==> src/rtl/ram_cmd_rx.sv <==
// Serial command receiver: deserializes bit-clocked frames into RAM write/read strobes.
// Frame: start(1), op, addr (MSB first), data (writes only, MSB first), even parity.
module ram_cmd_rx #(
  parameter int unsigned ADDR_W  = 3,
  parameter int unsigned DATA_W  = 8,
  parameter int unsigned TIMEOUT = 1024
) (
  input  logic              clk,
  input  logic              rst_n,
  input  logic              im_bite_clk,
  input  logic              im_bite_data,
  output logic              om_write_en,
  output logic              om_read_en,
  output logic [ADDR_W-1:0] om_addr,
  output logic [DATA_W-1:0] om_data,
  output logic              om_frame_err,
  output logic              om_busy
);

  localparam logic [2:0] StIdle   = 3'd0;
  localparam logic [2:0] StOp     = 3'd1;
  localparam logic [2:0] StAddr   = 3'd2;
  localparam logic [2:0] StData   = 3'd3;
  localparam logic [2:0] StParity = 3'd4;

  localparam int unsigned BitMax = (ADDR_W > DATA_W) ? ADDR_W : DATA_W;
  localparam int unsigned BcW    = $clog2(BitMax + 1);
  localparam int unsigned TcW    = (TIMEOUT > 1) ? $clog2(TIMEOUT) : 1;

  localparam logic [BcW-1:0] AddrLast = BcW'(ADDR_W - 1);
  localparam logic [BcW-1:0] DataLast = BcW'(DATA_W - 1);
  localparam logic [TcW-1:0] ToLast   = TcW'(TIMEOUT - 1);

  logic              clk_s1_q, clk_s2_q, dat_s1_q, dat_s2_q;
  logic [2:0]        state_q, state_d;
  logic              op_q, op_d;
  logic              par_q, par_d;
  logic [ADDR_W-1:0] addr_sr_q, addr_sr_d;
  logic [DATA_W-1:0] data_sr_q, data_sr_d;
  logic [BcW-1:0]    bit_cnt_q, bit_cnt_d;
  logic [TcW-1:0]    to_cnt_q, to_cnt_d;
  logic              wr_d, rd_d, err_d;
  logic [ADDR_W-1:0] addr_d;
  logic [DATA_W-1:0] data_d;
  logic              bit_edge, bit_val, timeout;

  assign bit_edge = clk_s1_q & ~clk_s2_q;
  assign bit_val  = dat_s1_q;
  assign timeout  = (state_q != StIdle) && (to_cnt_q == ToLast);
  assign om_busy  = (state_q != StIdle);

  always_comb begin
    state_d   = state_q;
    op_d      = op_q;
    par_d     = par_q;
    addr_sr_d = addr_sr_q;
    data_sr_d = data_sr_q;
    bit_cnt_d = bit_cnt_q;
    wr_d      = 1'b0;
    rd_d      = 1'b0;
    err_d     = 1'b0;
    addr_d    = om_addr;
    data_d    = om_data;
    to_cnt_d  = (state_q == StIdle || bit_edge) ? '0 : to_cnt_q + 1'b1;
    // Timeout wins over a simultaneous edge; that edge is dropped.
    if (timeout) begin
      state_d  = StIdle;
      err_d    = 1'b1;
      to_cnt_d = '0;
    end else if (bit_edge) begin
      unique case (state_q)
        StIdle: if (bit_val) state_d = StOp;
        StOp: begin
          op_d      = bit_val;
          par_d     = bit_val;
          bit_cnt_d = '0;
          state_d   = StAddr;
        end
        StAddr: begin
          addr_sr_d = ADDR_W'({addr_sr_q, bit_val});
          par_d     = par_q ^ bit_val;
          bit_cnt_d = bit_cnt_q + 1'b1;
          if (bit_cnt_q == AddrLast) begin
            bit_cnt_d = '0;
            state_d   = op_q ? StData : StParity;
          end
        end
        StData: begin
          data_sr_d = DATA_W'({data_sr_q, bit_val});
          par_d     = par_q ^ bit_val;
          bit_cnt_d = bit_cnt_q + 1'b1;
          if (bit_cnt_q == DataLast) begin
            bit_cnt_d = '0;
            state_d   = StParity;
          end
        end
        StParity: begin
          state_d = StIdle;
          if (par_q ^ bit_val) begin
            err_d = 1'b1;
          end else if (op_q) begin
            wr_d   = 1'b1;
            addr_d = addr_sr_q;
            data_d = data_sr_q;
          end else begin
            rd_d   = 1'b1;
            addr_d = addr_sr_q;
          end
        end
        default: state_d = StIdle;
      endcase
    end
  end

  always_ff @(posedge clk or negedge rst_n) begin
    if (!rst_n) begin
      clk_s1_q     <= 1'b0;
      clk_s2_q     <= 1'b0;
      dat_s1_q     <= 1'b0;
      dat_s2_q     <= 1'b0;
      state_q      <= StIdle;
      op_q         <= 1'b0;
      par_q        <= 1'b0;
      addr_sr_q    <= '0;
      data_sr_q    <= '0;
      bit_cnt_q    <= '0;
      to_cnt_q     <= '0;
      om_write_en  <= 1'b0;
      om_read_en   <= 1'b0;
      om_frame_err <= 1'b0;
      om_addr      <= '0;
      om_data      <= '0;
    end else begin
      clk_s1_q     <= im_bite_clk;
      clk_s2_q     <= clk_s1_q;
      dat_s1_q     <= im_bite_data;
      dat_s2_q     <= dat_s1_q;
      state_q      <= state_d;
      op_q         <= op_d;
      par_q        <= par_d;
      addr_sr_q    <= addr_sr_d;
      data_sr_q    <= data_sr_d;
      bit_cnt_q    <= bit_cnt_d;
      to_cnt_q     <= to_cnt_d;
      om_write_en  <= wr_d;
      om_read_en   <= rd_d;
      om_frame_err <= err_d;
      om_addr      <= addr_d;
      om_data      <= data_d;
    end
  end

endmodule

==> config.mk <==
export PLATFORM = sky130hd
export DESIGN_NAME = ram_cmd_rx
export DESIGN_NICKNAME = d
export VERILOG_FILES = /design/src/rtl/ram_cmd_rx.sv
export SDC_FILE = /design/constraint.sdc
export NUM_CORES = 1
export LEC_CHECK = 0
export BUFFER_PORTS_ARGS = -buffer_cell sky130_fd_sc_hd__clkbuf_2
export CORE_UTILIZATION = 40
export DETAILED_ROUTE_END_ITERATION = 12
export PLACE_DENSITY_LB_ADDON = 0.15
export SKIP_CTS_REPAIR_TIMING = 1
export SYNTH_ARGS = -nofsm -noshare
export SYNTH_HDL_FRONTEND = slang
export SYNTH_SLANG_ARGS = --single-unit
==> constraint.sdc <==
create_clock -name clk -period 2.6 [get_ports clk]
set_input_delay 0.39 -clock clk [delete_from_list [all_inputs] [get_ports clk]]
set_output_delay 0.39 -clock clk [all_outputs]
set_load 0.02 [all_outputs]
==> PnR_summary.wiki <==
{| class="wikitable"
! Metric !! Value
|-
| Io pins || 19
|-
| Sequential share of power || 0.519
|-
| Clock tree from TritonCTS || done
|-
| CP Data Arrival Time || between 2 and 2.5 ns
|-
| Total overflow reported by the global router || 0
|-
| Post-route clock skew || between 0.01 and 0.015 ns
|-
| Clock share of power || 0.280
|-
| Number of endpoints failing setup at the final stage || 0
|-
| Fraction of registers with async set/reset || 1.00
|-
| Commonest non-fill, non-tap cell in the layout || sky130_fd_sc_hd__dfrtp_1
|-
| Synth unique cells || 45
|-
| # rows || 26
|-
| Peak supply drop || 0.000322 V
|-
| Static leakage || between 1 and 1.5 nW
|-
| Number of maximum-capacitance violations || 0
|-
| Number of DRC markers after the initial detailed-route iteration || 49
|-
| Area inside the core boundary || 5140 um2
|-
| Netlist Area Pre-Place || 2140 um2
|-
| Type of the setup path with the least slack || reg2reg
|-
| Number of nets produced by synthesis || 182
|-
| Switching Fraction || 0.312
|-
| Number of antenna violations at the first check in global routing || 0
|-
| Switching power summed over all nets || 0.607 mW
|-
| Maximum clock frequency || 481 MHz
|-
| Total DRC errors in the routed layout || 0
|-
| Clock H-tree levels || 2
|-
| Largest net degree at the start of global routing || 33
|-
| Relative slew slack || 0.579
|-
| Layout Cells excl Fill || 268
|-
| Overall fraction of global-route tracks in use || 0.146
|-
| Most frequent cells in the layout || sky130_fd_sc_hd__dfrtp_1, sky130_fd_sc_hd__clkbuf_2, sky130_fd_sc_hd__nor2_1
|-
| DIE AREA || about 5600 um2
|-
| Area grow syn2layout || 13.1%
|-
| Port Buf Inserts || 18
|-
| Root buffer cell || sky130_fd_sc_hd__clkbuf_8
|-
| Worst min-delay path category || in2async
|-
| Number of detailed-routing iterations run before antenna repair || 4
|-
| Top flip-flop cell by instance count after synthesis || sky130_fd_sc_hd__dfrtp_1
|-
| Violated checks || hold timing
|-
| Kind of end point of the critical path || register
|-
| Insertion delay of the later-clocked pin in the worst-skew pair || ~0.3 ns
|-
| Share of post-route cells with drive strength above 1 || 0.313
|-
| Number of buffers on the longest clock path || 2
|-
| Number of hold violations in the final report || 7
|-
| Outcome || finished with violations
|-
| Sum of negative setup slack || 0 ns
|-
| Setup slack at placement || approximately 0.52 ns
|-
| Per-instance average area after synthesis || 12.2 um2
|-
| Combinational fraction of design power || 0.201
|-
| Setup slack of the critical path after layout || around 0.52 ns
|-
| Number of global-route vias before repair || between 1000 and 1500
|-
| Cell internal pwr || 1.34 mW
|-
| Number of warnings issued by yosys || 0
|-
| Crit path required time || 2.79 ns
|-
| Overall die width || 75.1 um
|-
| NumNets Final || 204
|-
| Final Critical Period || 2.08 ns
|-
| Total power divided by cell area || 805 nW/um2
|-
| Share of the yosys chip area belonging to registers || 0.551
|-
| Total half-perimeter wirelength after legalization and detailed placement || 2.79 mm
|-
| Wire length of the first global-routing pass || about 6.1 mm
|-
| Crit share post-route || 0.799
|-
| Final RePlAce weighted congestion || 0.897
|-
| Number of nets still failing antenna checks after routing || 0
|-
| Number of vias per cell || approximately 5.1
|-
| Slew of the pin with the lowest slew margin || about 0.63 ns
|-
| Highest net fanout along the worst path || 8
|-
| Initial Utilization || 0.416
|-
| Final Routed Wirelength || 3.73 mm
|-
| DR WL/cell || 13.9 um
|-
| RSZ-0062 raised after global routing || false
|-
| Final hold slack || -0.00161 ns
|-
| Critical path launch point type || register
|-
| Register clock-pin slew on the reported worst setup and hold paths || 0.09 ns
|-
| Total clock sinks || 47
|-
| Number of pins exceeding their max-slew limit in the final report || 0
|-
| Clock buffers created by TritonCTS || 5
|-
| DIE HEIGHT || 75.1 um
|-
| Synth Register Bits || 47
|-
| Number of flops mapped to enable cells by yosys || 0
|-
| Cells after synthesis || 175
|-
| Routed via count || between 1000 and 1500
|-
| Placed instance count || 260
|-
| Antenna diode instance count || 0
|}
[routing by layer]
metal | up-vias | track usage | part of all wire
met5 | - | 0 | 0
li1 | 663 | - | -
met4 | 0 | 0.0503 | 0.012
met2 | 28 | 0.232 | 0.48
met3 | 6 | 0.0428 | 0.041
met1 | 681 | 0.190 | 0.47
[flip-flops by register name, indices dropped and copies added (netlist names)]
register	flops
om_read_en	1
bit_val	1
state_q	3
bit_cnt_q	4
addr_sr_q	3
op_q	1
clk_s2_q	1
om_addr	3
om_data	8
par_q	1
om_write_en	1
clk_s1_q	1
data_sr_q	8
to_cnt_q	10
om_frame_err	1
[synth_stat cells, types with 4 or more instances]
master / number / area [um2]
sky130_fd_sc_hd__xor2_1: 5 / 43.8
sky130_fd_sc_hd__nor2b_1: 4 / 25.0
sky130_fd_sc_hd__mux2_2: 14 / 158
sky130_fd_sc_hd__o21ai_0: 7 / 35.0
sky130_fd_sc_hd__nand3_1: 7 / 35.0
sky130_fd_sc_hd__inv_1: 8 / 30.0
sky130_fd_sc_hd__mux2_4: 8 / 120
sky130_fd_sc_hd__xnor2_1: 4 / 35.0
sky130_fd_sc_hd__nand2_1: 7 / 26.3
sky130_fd_sc_hd__nor2_1: 15 / 56.3
sky130_fd_sc_hd__nor3_1: 4 / 20.0
sky130_fd_sc_hd__dfrtp_1: 47 / 1180
[power by group through the flow]
stage | Clock (mW) | Combinational, mW | Sequential, mW
after floorplan | 0 | 0.341 | 0.963
after global placement | 0 | 0.378 | 1.01
after detailed placement | 0 | 0.395 | 1.02
after global routing | 0.592 | 0.447 | 1.03
final | 0.545 | 0.391 | 1.01
after CTS | 0.564 | 0.397 | 1.01
[path summary, 6_finish.rpt]
check | from | endpoint | slack [ns] | cells after the start
min in group clk | im_bite_clk | clk_s1_q$_DFF_PN0_ | 0.19 | 1
max | to_cnt_q[0]$_DFF_PN0_ | data_sr_q[6]$_DFFE_PN0P_ | 0.52 | 6
min | rst_n | om_read_en$_DFF_PN0_ | -0.002 | 1
max in group asynchronous | rst_n | addr_sr_q[0]$_DFFE_PN0P_ | 1.87 | 2
min reg2reg | clk_s1_q$_DFF_PN0_ | clk_s2_q$_DFF_PN0_ | 0.43 | 0
max reg2reg | to_cnt_q[0]$_DFF_PN0_ | data_sr_q[6]$_DFFE_PN0P_ | 0.52 | 6
[cell families after synthesis]
family | count (synthesis) | synth area share
AOI/OAI and AO/OA | 18 | 0.0551
xor gates and xnor gates | 9 | 0.0369
adders and majority gates | 3 | 0.0176
buffers and inverters | 13 | 0.0281
DFF | 47 | 0.551
muxes | 22 | 0.130
and+or+nand+nor | 63 | 0.182
[worst max-delay path, stage by stage (launching register included)]
cell	delay, ns
sky130_fd_sc_hd__dfrtp_1	0.41
sky130_fd_sc_hd__ha_1	0.26
sky130_fd_sc_hd__nand3_4	0.13
sky130_fd_sc_hd__nor3_1	0.07
sky130_fd_sc_hd__buf_4	0.16
sky130_fd_sc_hd__nor3b_2	0.53
sky130_fd_sc_hd__mux2_2	0.41
[final cells by class]
type | count | area (um2)
Clock inverter | 3 | 47.5
Clock buffer | 5 | 68.8
Timing Repair Buffer | 20 | 105
Multi-Input combinational cell | 115 | 900
Tap cell | 70 | 87.6
Fill cell | 495 | 2730
Sequential cell | 47 | 1180
Inverter | 8 | 30.0
[per-stage QoR]
step / instance area, um2 / utilization / power [mW]
5_1_grt: 2410 / 0.470 / 2.07
3_3_place_gp: 2300 / 0.447 / 1.39
3_5_place_dp: 2300 / 0.447 / 1.42
2_1_floorplan: 2140 / - / 1.30
6_report: 2410 / 0.470 / 1.94
4_1_cts: 2410 / 0.470 / 1.97
Note: power is estimated with default switching activity, not from simulation.
